### src/rtl/pipeline_hazard_controller.sv
// Hazard unit for a 5-stage pipeline: operand forwarding, load-use stall, branch
// flush, PC-write wait with timeout, and saturating stall/flush event counters.
//
//   state   | meaning
//   RUN     | normal issue; branch flush, PC-write entry and load-use stall resolved here
//   PC_WAIT | PC-writing instruction in flight; Fetch held until it reaches Writeback
module pipeline_hazard_controller #(
  parameter int CW = 16
) (
  input  logic          clk,
  input  logic          reset_n,
  input  logic [3:0]    RA1D,
  input  logic [3:0]    RA2D,
  input  logic [3:0]    RA1E,
  input  logic [3:0]    RA2E,
  input  logic [3:0]    WA3E,
  input  logic [3:0]    WA3M,
  input  logic [3:0]    WA3W,
  input  logic          RegWriteM,
  input  logic          RegWriteW,
  input  logic          MemtoRegE,
  input  logic          PCSrcD,
  input  logic          PCSrcW,
  input  logic          BranchTakenE,
  input  logic          clear_counters,
  output logic [1:0]    ForwardAE,
  output logic [1:0]    ForwardBE,
  output logic          StallF,
  output logic          StallD,
  output logic          FlushD,
  output logic          FlushE,
  output logic          busy,
  output logic          pc_timeout,
  output logic [CW-1:0] stall_cycles,
  output logic [CW-1:0] flush_cycles
);

  typedef enum logic [0:0] {RUN, PC_WAIT} state_t;

  state_t     state, state_next;
  logic [1:0] cnt, cnt_next;
  logic       timeout_evt;
  logic       ldstall;
  logic       stall_f_c, stall_d_c, flush_d_c, flush_e_c;

  // R15 is the PC and is never forwarded
  function automatic logic [1:0] fwd_sel(input logic [3:0] ra);
    if (RegWriteM && (WA3M == ra) && (ra != 4'd15))
      return 2'b10;
    else if (RegWriteW && (WA3W == ra) && (ra != 4'd15))
      return 2'b01;
    else
      return 2'b00;
  endfunction

  assign ldstall = MemtoRegE && ((WA3E == RA1D) || (WA3E == RA2D));

  always_ff @(posedge clk or negedge reset_n) begin
    if (!reset_n) begin
      state      <= RUN;
      cnt        <= 2'd0;
      pc_timeout <= 1'b0;
    end else begin
      state <= state_next;
      cnt   <= cnt_next;
      if (timeout_evt)
        pc_timeout <= 1'b1;
    end
  end

  always_comb begin
    state_next  = state;
    cnt_next    = cnt;
    timeout_evt = 1'b0;
    stall_f_c   = 1'b0;
    stall_d_c   = 1'b0;
    flush_d_c   = 1'b0;
    flush_e_c   = 1'b0;
    unique case (state)
      RUN: begin
        if (BranchTakenE) begin
          flush_d_c = 1'b1;
          flush_e_c = 1'b1;
        end else if (PCSrcD) begin
          stall_f_c  = 1'b1;
          flush_d_c  = 1'b1;
          state_next = PC_WAIT;
          cnt_next   = 2'd3;
        end else if (ldstall) begin
          stall_f_c = 1'b1;
          stall_d_c = 1'b1;
          flush_e_c = 1'b1;
        end
      end
      PC_WAIT: begin
        flush_d_c = 1'b1;
        stall_f_c = !PCSrcW;
        if (PCSrcW) begin
          state_next = RUN;
        end else if (cnt == 2'd1) begin
          state_next  = RUN;
          timeout_evt = 1'b1;
        end else begin
          cnt_next = cnt - 2'd1;
        end
      end
      default: state_next = RUN;
    endcase
  end

  // Combinational outputs are masked so reset takes effect without a clock edge
  assign ForwardAE = reset_n ? fwd_sel(RA1E) : 2'b00;
  assign ForwardBE = reset_n ? fwd_sel(RA2E) : 2'b00;
  assign StallF    = reset_n & stall_f_c;
  assign StallD    = reset_n & stall_d_c;
  assign FlushD    = reset_n & flush_d_c;
  assign FlushE    = reset_n & flush_e_c;
  assign busy      = reset_n & (state == PC_WAIT);

  always_ff @(posedge clk or negedge reset_n) begin
    if (!reset_n) begin
      stall_cycles <= '0;
      flush_cycles <= '0;
    end else if (clear_counters) begin
      stall_cycles <= '0;
      flush_cycles <= '0;
    end else begin
      if (StallF && (stall_cycles != {CW{1'b1}}))
        stall_cycles <= stall_cycles + 1'b1;
      if (FlushE && (flush_cycles != {CW{1'b1}}))
        flush_cycles <= flush_cycles + 1'b1;
    end
  end

endmodule

### config.mk
export PLATFORM = sky130hd
export DESIGN_NAME = pipeline_hazard_controller
export DESIGN_NICKNAME = d
export VERILOG_FILES = /design/src/rtl/pipeline_hazard_controller.sv
export SDC_FILE = /design/constraint.sdc
export NUM_CORES = 1
export LEC_CHECK = 0
export ABC_CLOCK_PERIOD_IN_PS = 2000
export CAP_MARGIN = 30
export CELL_PAD_IN_SITES_DETAIL_PLACEMENT = 0
export CELL_PAD_IN_SITES_GLOBAL_PLACEMENT = 1
export CORE_ASPECT_RATIO = 0.8
export CORE_MARGIN = 2
export CORE_UTILIZATION = 31
export CTS_CLUSTER_DIAMETER = 30
export CTS_CLUSTER_SIZE = 14
export DETAILED_ROUTE_END_ITERATION = 12
export PLACE_DENSITY = 0.76
export SYNTH_ARGS = -nofsm -noshare
export SYNTH_HDL_FRONTEND = slang
export SYNTH_SLANG_ARGS = --single-unit
### constraint.sdc
create_clock -name clk -period 2 [get_ports clk]
set_input_delay 0.2 -clock clk [delete_from_list [all_inputs] [get_ports clk]]
set_output_delay 0.2 -clock clk [all_outputs]
set_load 0.01 [all_outputs]
# == Yosys cells after proc, flatten, opt, wreduce, memory -nomap -nowiden ==
# Cells that the tools add are included.
# classes
addsub,3
n_mul,0
div,0
order_cmp,0
eq_ne,15
shifts,0
muxes,34
n_bitwise,6
reduce_logical,16
# op_table
operator,n
2-to-1 mux 16 bit,4
"adder 16 x 1 -> 16 bit, second input constant",2
"inequality test 16 bit, second input constant",2
== test 4 bit,6
2-to-1 mux 1 bit,18
2-to-1 mux 2 bit,8
logical AND 1 bit,11
"inequality test 2 bit, second input constant",4
"inequality test 4 bit, second input constant",2
one-hot mux 1 bit (2 select lines),3
AND 1 bit,5
one-hot mux 2 bit (2 select lines),1
AND reduction 4 bit,1
nonzero test 2 bit,2
"== test 2 x 1 -> 1 bit, second input constant",1
"subtractor 2 x 1 -> 2 bit, second input constant",1
zero test 1 bit,1
logical OR 1 bit,1
NOT 1 bit,1
# word_totals
regBits,36
latchBits,0
ram_bits,0
rom_bits,0
in_bits,37
out_inout_bits,42
elab_cells,79
mem_count,0

# == Depth between registers and ports, before layout ==
# Gate-level depths: netlist (run 1).
# logic_depth
ltp_word,11
depth_mapped,8
mapped_depth_nobuf,7

# == Least setup slack after synthesis (run 1) ==
# Ideal clock, no wire load.
# synth_path
path_type,register to register
from,reg stall_cycles[0]
to,reg stall_cycles[15]
setup_ns,0.127
arrival_ns,2.038
required_ns,1.873
path_slack_ns,-0.165
stages_incl_launch_ff,9
n_path_buf,1
period_less_slack_ns,2.165
path_cell_list,dfrtp_1 ha_1 and2_1 clkbuf_1 nand4_1 o211ai_2 nor3b_2 and3_1 mux2_1
# synth_between
elab_chain_cells,3
word_cells_on_any_way,6
cone_classes,1 x add/sub; 1 x eq/ne; 2 x mux; 2 x reduce/logical
# synth_lines
item,line,source
from (decl),34,"output logic [CW-1:0] stall_cycles,"
from (signal assigned),129,stall_cycles <= stall_cycles + 1'b1;
adder 16 x 1 -> 16 bit or inequality test 16 bit (tied branches),"129, 128",
2-to-1 mux 16 bit or logical AND 1 bit (tied branches),128,if (StallF && (stall_cycles != {CW{1'b1}}))
2-to-1 mux 16 bit or nonzero test 2 bit (tied branches),n/a,
# Parallel ways exist; a longest one is shown, timed or not. The select of a mux whose other input is x is not followed.
# A chain may end at the register's enable or synchronous reset.

# == Worst setup path in the final report (run 1) ==
# layout_path
from,reg state
to,reg stall_cycles[5]
# layout_between
elab_chain_cells,5
# layout_lines
item,line,source
from (decl),40,"state_t state, state_next;"
from (signal assigned),64,state <= state_next;
NOT 1 bit,n/a,
one-hot mux 1 bit (2 select lines) *,79,unique case (state)
AND 1 bit *,114,assign StallF = reset_n & stall_f_c;
logical AND 1 bit *,128,
nonzero test 2 bit (no line) *,n/a,
# Mark *: on every way between the ends. The rest lies on a longest branch, timed or not.

==> results of run 1 <==
==> worst min-delay path by stage <==
stage                     slack (ns)  cells past startpoint  startpoint                      endpoint
after floorplan                 -0.1                      0     reset_n            cnt[0]$_DFFE_PN0P_
after global placement          0.20                      2     reset_n  stall_cycles[13]$_DFFE_PN0P_
after detailed placement        0.20                      2     reset_n  stall_cycles[13]$_DFFE_PN0P_
after CTS                       0.07                      3     reset_n               state$_DFF_PN0_
after global routing            0.12                      3     reset_n   flush_cycles[3]$_DFFE_PN0P_
final                           0.09                      3     reset_n            cnt[1]$_DFFE_PN0P_
==> registers in the layout, indices dropped and copies added (netlist names) <==
signal,flops
flush_cycles,16
pc_timeout,1
stall_cycles,16
cnt,2
state,1
==> report_power, final <==
group / internal [W] / switching (W) / total [W]
clock: 0.000237 / 0.000259 / 0.000496
combinational: 0.000256 / 0.000228 / 0.000485
sequential: 0.000761 / 0.0000244 / 0.000786
total: 0.00125 / 0.000512 / 0.00177
==> critical path: stages (launching register included) <==
cell and delay (ns):
dfrtp_1 0.42, or3b_4 0.41, nand2_4 0.07, a211oi_4 0.06, buf_6 0.14, nor3b_4 0.27, and3_4 0.23, mux2_4 0.29
==> synth_stat cells, drive strengths merged (7+ instances only) <==
library cell  instances  area [sq um]
nand3                14          70.1
nor2b                10          62.6
mux2                  7          78.8
nand2                12          45.0
nor2                 32           123
dfrtp                36           901
nand4                 8          65.1
and3                 11          68.8
xor2                 23           201
a21oi                11          55.1
and4                  7          63.8
o21ai                11          58.8
xnor2                 9          78.8
==> stage by stage <==
| step | hold WS [ns] | setup TNS [ns] | cells | total power [W] | setup slack, ns |
|---|---|---|---|---|---|
| after floorplan | -0.0956 | -0.204 | 259 | 0.000982 | -0.0934 |
| after global placement | 0.197 | -6.45 | 483 | 0.00123 | -0.323 |
| after detailed placement | 0.197 | -7.04 | 483 | 0.00124 | -0.330 |
| after CTS | 0.0734 | -0.127 | 496 | 0.00177 | -0.0588 |
| after global routing | 0.119 | -0.455 | 500 | 0.00187 | -0.0817 |
| final | 0.0851 | -0.0116 | 500 | 0.00177 | -0.00923 |
==> placed cells by master, fill, tap and decap left out, types with 10 or more instances in the layout <==
| cell | n |
|---|---|
| nand3_1 | 13 |
| clkdlybuf4s50_1 | 52 |
| nand2_1 | 11 |
| o21ai_0 | 10 |
| nor2_1 | 31 |
| nor2b_1 | 10 |
| dfrtp_1 | 36 |
| dlygate4sd2_1 | 19 |
| xor2_1 | 15 |
| a21oi_1 | 10 |
| buf_4 | 55 |
==> cell type report <==
cell class | instances | area [sq um]
clock buffer | 6 | 72.6
clock inverter | 1 | 5.00
fill | 722 | 3500
inverter | 6 | 22.5
multi-input combinational | 209 | 1610
sequential | 36 | 901
tap | 105 | 131
timing repair buffer | 137 | 1220
==> layer usage <==
metal	part of all wire (%)	track usage [%]	wire [um]	up-vias
li1	-	-	-	1191
met1	49	25.3	3490	1165
met2	47	26.6	3320	48
met3	3.2	3.28	224	5
met4	0.86	4.00	61	0
met5	0	0	0	-
==> cells by family after synthesis <==
kind of cell	Yosys count	synth area share, %
flops	36	37.4
fa+ha+maj	3	1.56
simple gates	123	30.3
xor+xnor	32	11.6
buf+inv	14	2.86
mux	8	3.69
compound gates	43	12.6
==> repair_timing <==
item                                    in CTS  in global routing
endpoints found under the setup margin      14                 22
gates resized for setup                     34                 20
hold endpoints to repair                    13                  0
hold buffers                                 1                  0
pin swaps                                   10                 12
setup buffers                                5                  4
==> flow_metrics.py, run 1 <==
metrics = {
    "critical_path": {
        "worst_ep_required_time_ns": 2.17,
        "r2r_setup_slack_ns": -0.009,
        "r2r-start": "state$_DFF_PN0_",
        "reg2reg_to": "stall_cycles[5]$_DFFE_PN0P_",
        "crit_path_end": "stall_cycles[5]$_DFFE_PN0P_",
        "endpoint_kind": "flip-flop",
        "crit_path_start_kind": "flip-flop",
        "critical_path_class": "reg -> reg",
        "r2r_cells": 7,
        "critPathMaxFanout": 4,
        "crit_path_start": "state$_DFF_PN0_",
        "crit_arrival_ns": 2.18,
    },
    "drt": {
        "dr.pass1.iters": 4,
        "drcViolationCount": 0,
        "drt-total-wl_mm": 7.09,
        "vias_per_cell": 4.82,
        "wl_per_cell_um": 14.2,
        "ant_nets": 0,
        "drt_iter0_markers": 66,
        "via_count": 2409,
    },
    "sta": {
        "rsz0062_at_grt": "yes",
        "maxSlewHeadroom_pct": 61.9,
        "worst_pin_slew_ns": 0.569,
        "finalWorstSetupSlack_ns": -0.00923,
        "hold_viol": 0,
        "period_share_pct": 100,
        "fmax_mhz": 498,
        "maxSlewViolCount": 0,
        "setup_viol": 2,
        "period_needed_ns": 2.01,
        "clock_skew_ns": 0.00294,
    },
    "global_route": {
        "antenna_found_initial": 0,
        "grt_pass1_wl_mm": 11.8,
        "grt_pass1_vias": 2408,
        "grt_max_degree": 20,
        "grt_overflow": 0,
        "grt_usage_pct": 17.4,
    },
    "clock_network": {
        "cts_inserted_buffers": 5,
        "clk_latency_ns": 0.29,
        "cts_sinks": 36,
        "cts_tree": "built",
        "clkTransAtPathRegs_ns": 0.07,
        "cts_buffer_depth": 2,
        "cts_max_level": 2,
        "cts-root-buf": "clkbuf_8",
    },
    "synth": {
        "async_flop_share_pct": 100,
        "avgSynthCellArea_sq_um": 9.30,
        "synth-edff-count": 0,
        "synth_nets": 299,
        "synth-seq-area-share_pct": 37.4,
        "syn_area_sq_um": 2410,
        "synth_top_flop_cell": "dfrtp_1",
        "yosysWarnings": 0,
        "synth_cell_types": 48,
        "ys_seq_elements": 36,
        "postSynthCellCount": 259,
    },
    "cells_and_area": {
        "drive_gt1_share_pct": 27.8,
        "nets": 435,
        "syn_to_final_growth_pct": 64.6,
        "num_antenna_cells": 0,
        "utilization_pct": 53.2,
        "fin_area_sq_um": 3970,
    },
    "placed_design": {
        "place_congestion": 0.859,
        "postPlaceCellArea_sq_um": 3660,
        "port-buffer-count": 78,
        "dp.final_hpwl_mm": 5.53,
    },
    "floorplan": {
        "pin_count": 79,
        "start_util_pct": 32.3,
        "die_area_sq_um": 8500,
        "fp.dieH_um": 82.9,
        "core_area_sq_um": 7460,
        "dieWidth_um": 103,
        "rows": 28,
    },
    "min_path": {
        "holdCritPathClass": "in -> async",
    },
    "power": {
        "power_density_nw_per_um2": 445,
        "leakagePower_nw": 1.81,
        "ir_drop_uv": 330,
    },
    "status": {
        "outcome": "finished, violations left",
        "violations": "negative setup slack",
    },
    "flow_run": {
        "maxCapViolations": 0,
    },
}
(Power assumes the default switching activity.)
==> run 2: changes to the inputs <==
--- a/config.mk
+++ b/config.mk
@@ -12,10 +12,12 @@
 export CORE_ASPECT_RATIO = 0.8
 export CORE_MARGIN = 2
 export CORE_UTILIZATION = 31
+export CTS_BUF_LIST = sky130_fd_sc_hd__clkbuf_16
 export CTS_CLUSTER_DIAMETER = 30
 export CTS_CLUSTER_SIZE = 14
 export DETAILED_ROUTE_END_ITERATION = 12
 export PLACE_DENSITY = 0.76
+export SLEW_MARGIN = 20
 export SYNTH_ARGS = -nofsm -noshare
 export SYNTH_HDL_FRONTEND = slang
 export SYNTH_SLANG_ARGS = --single-unit
==> flow_metrics.py, run 2 (same netlist as run 1, synthesis figures left out) <==
metrics = {
    "clock_network": {
        "cts_tree": "built",
        "cts_buffer_depth": 2,
        "cts_max_level": 2,
        "cts_sinks": 36,
        "clkTransAtPathRegs_ns": 0.05,
        "cts_inserted_buffers": 5,
        "clk_latency_ns": 0.28,
        "cts-root-buf": "clkbuf_16",
    },
    "placed_design": {
        "place_congestion": 0.859,
        "dp.final_hpwl_mm": 5.53,
        "place_inst": 483,
        "port-buffer-count": 78,
        "place_ws_ns": -0.330,
    },
    "global_route": {
        "grt_pass1_vias": 2421,
        "grt_overflow": 0,
        "grt_pass1_wl_mm": 11.8,
        "antenna_found_initial": 0,
        "grt_usage_pct": 17.6,
        "grt_max_degree": 20,
    },
    "critical_path": {
        "r2r_cells": 7,
        "critical_path_class": "in -> reg",
        "endpoint_kind": "flip-flop",
        "crit_arrival_ns": 2.17,
        "r2r_setup_slack_ns": -0.002,
        "crit_path_start": "BranchTakenE",
        "critPathMaxFanout": 4,
        "r2r-start": "state$_DFF_PN0_",
        "reg2reg_to": "stall_cycles[5]$_DFFE_PN0P_",
        "crit_path_start_kind": "primary input",
        "worst_ep_required_time_ns": 2.16,
        "crit_path_end": "stall_cycles[5]$_DFFE_PN0P_",
    },
    "drt": {
        "wl_per_cell_um": 14.3,
        "ant_nets": 0,
        "vias_per_cell": 4.83,
        "via_count": 2408,
        "drt_iter0_markers": 72,
        "drt-total-wl_mm": 7.12,
        "dr.pass1.iters": 4,
        "drcViolationCount": 0,
    },
    "cells_and_area": {
        "syn_to_final_growth_pct": 66.3,
        "utilization_pct": 53.7,
        "reg_top3": "flush_cycles: 16 flops, stall_cycles: 16 flops, cnt: 2 flops",
        "num_antenna_cells": 0,
        "final_common_cell": "buf_4",
        "nets": 434,
        "final_cell_mix": "buf_4 (55), clkdlybuf4s50_1 (52), dfrtp_1 (36)",
        "fin_cells": 499,
        "drive_gt1_share_pct": 27.7,
    },
    "floorplan": {
        "rows": 28,
        "start_util_pct": 32.3,
        "dieWidth_um": 103,
        "pin_count": 79,
        "core_area_sq_um": 7460,
        "fp.dieH_um": 82.9,
        "die_area_sq_um": 8500,
    },
    "power": {
        "leakagePower_nw": 1.81,
        "ir_drop_uv": 321,
        "power_density_nw_per_um2": 499,
    },
    "status": {
        "outcome": "finished, violations left",
        "violations": "negative setup slack",
    },
    "sta": {
        "whs_ns": 0.105,
        "finalSetupTns_ns": -0.00208,
        "worst_pin_slew_ns": 0.573,
        "maxSlewViolCount": 0,
        "clock_skew_ns": 0.00265,
        "maxSlewHeadroom_pct": 61.7,
        "rsz0062_at_grt": "yes",
        "setup_viol": 1,
        "fmax_mhz": 499,
        "finalWorstSetupSlack_ns": -0.00208,
        "hold_viol": 0,
        "period_needed_ns": 2.00,
        "period_share_pct": 100,
    },
    "min_path": {
        "holdCritPathClass": "in -> async",
    },
    "flow_run": {
        "maxCapViolations": 0,
    },
}
run 2: cell types whose count changed in the layout (fill, tap and decap cells not counted), sizes merged:
cell | before | now
buf | 59 | 58
dlymetal6s2s | 6 | 5
inv | 6 | 7
clkbuf | 6 | 5
clkdlybuf4s15 | 0 | 1
run 2: worst min path at each step:
stage,startpoint,end,cells after the start
finish,reset_n,cnt[1]$_DFFE_PN0P_,3
global route,reset_n,flush_cycles[3]$_DFFE_PN0P_,3
CTS,reset_n,state$_DFF_PN0_,3
detailed placement,reset_n,stall_cycles[13]$_DFFE_PN0P_,2
global placement,reset_n,stall_cycles[13]$_DFFE_PN0P_,2
floorplan,reset_n,cnt[0]$_DFFE_PN0P_,0
run 2: where the power goes:
part           internal, W  switching (W)  total [W]
logic             0.000255       0.000229   0.000485
clock network     0.000447       0.000281   0.000728
registers         0.000763      0.0000246   0.000787
run 2: through the flow:
| step | total power, W | cell area (sq um) |
|---|---|---|
| 2_1_floorplan | 0.000982 | 2440 |
| 3_3_place_gp | 0.00123 | 3660 |
| 3_5_place_dp | 0.00124 | 3660 |
| 4_1_cts | 0.00201 | 3920 |
| 5_1_grt | 0.00211 | 4010 |
| 6_report | 0.00200 | 4010 |
run 2: final cells by class:
type,count,area [sq um]
Fill cell,716,3450
Tap cell,105,131
Timing Repair Buffer,136,1210
Clock buffer,5,125
Multi-Input combinational cell,209,1610
Inverter,6,22.5
Sequential cell,36,901
Clock inverter,2,8.76
run 2: worst max-delay path, stage by stage:
cell	delay, ns
clkdlybuf4s50_1	0.47
or3b_4	0.44
nand2_4	0.07
a211oi_4	0.06
buf_6	0.14
nor3b_4	0.26
and3_4	0.23
mux2_4	0.29
run 2: timing repair:
| action | CTS | global route |
|---|---|---|
| resized for setup | 35 | 22 |
| hold buffers | 1 | 0 |
| endpoints found under the hold margin | 13 | 0 |
| buffers inserted | 6 | 3 |
| pin swaps | 12 | 16 |
| endpoints found under the setup margin | 14 | 22 |
run 2: routing by layer:
metal | vias up | track usage (%) | part of all wire [%]
li1 | 1191 | - | -
met1 | 1157 | 25.4 | 49
met2 | 51 | 26.9 | 47
met3 | 9 | 4.04 | 3.3
met4 | 0 | 3.64 | 1.1
met5 | - | 0 | 0
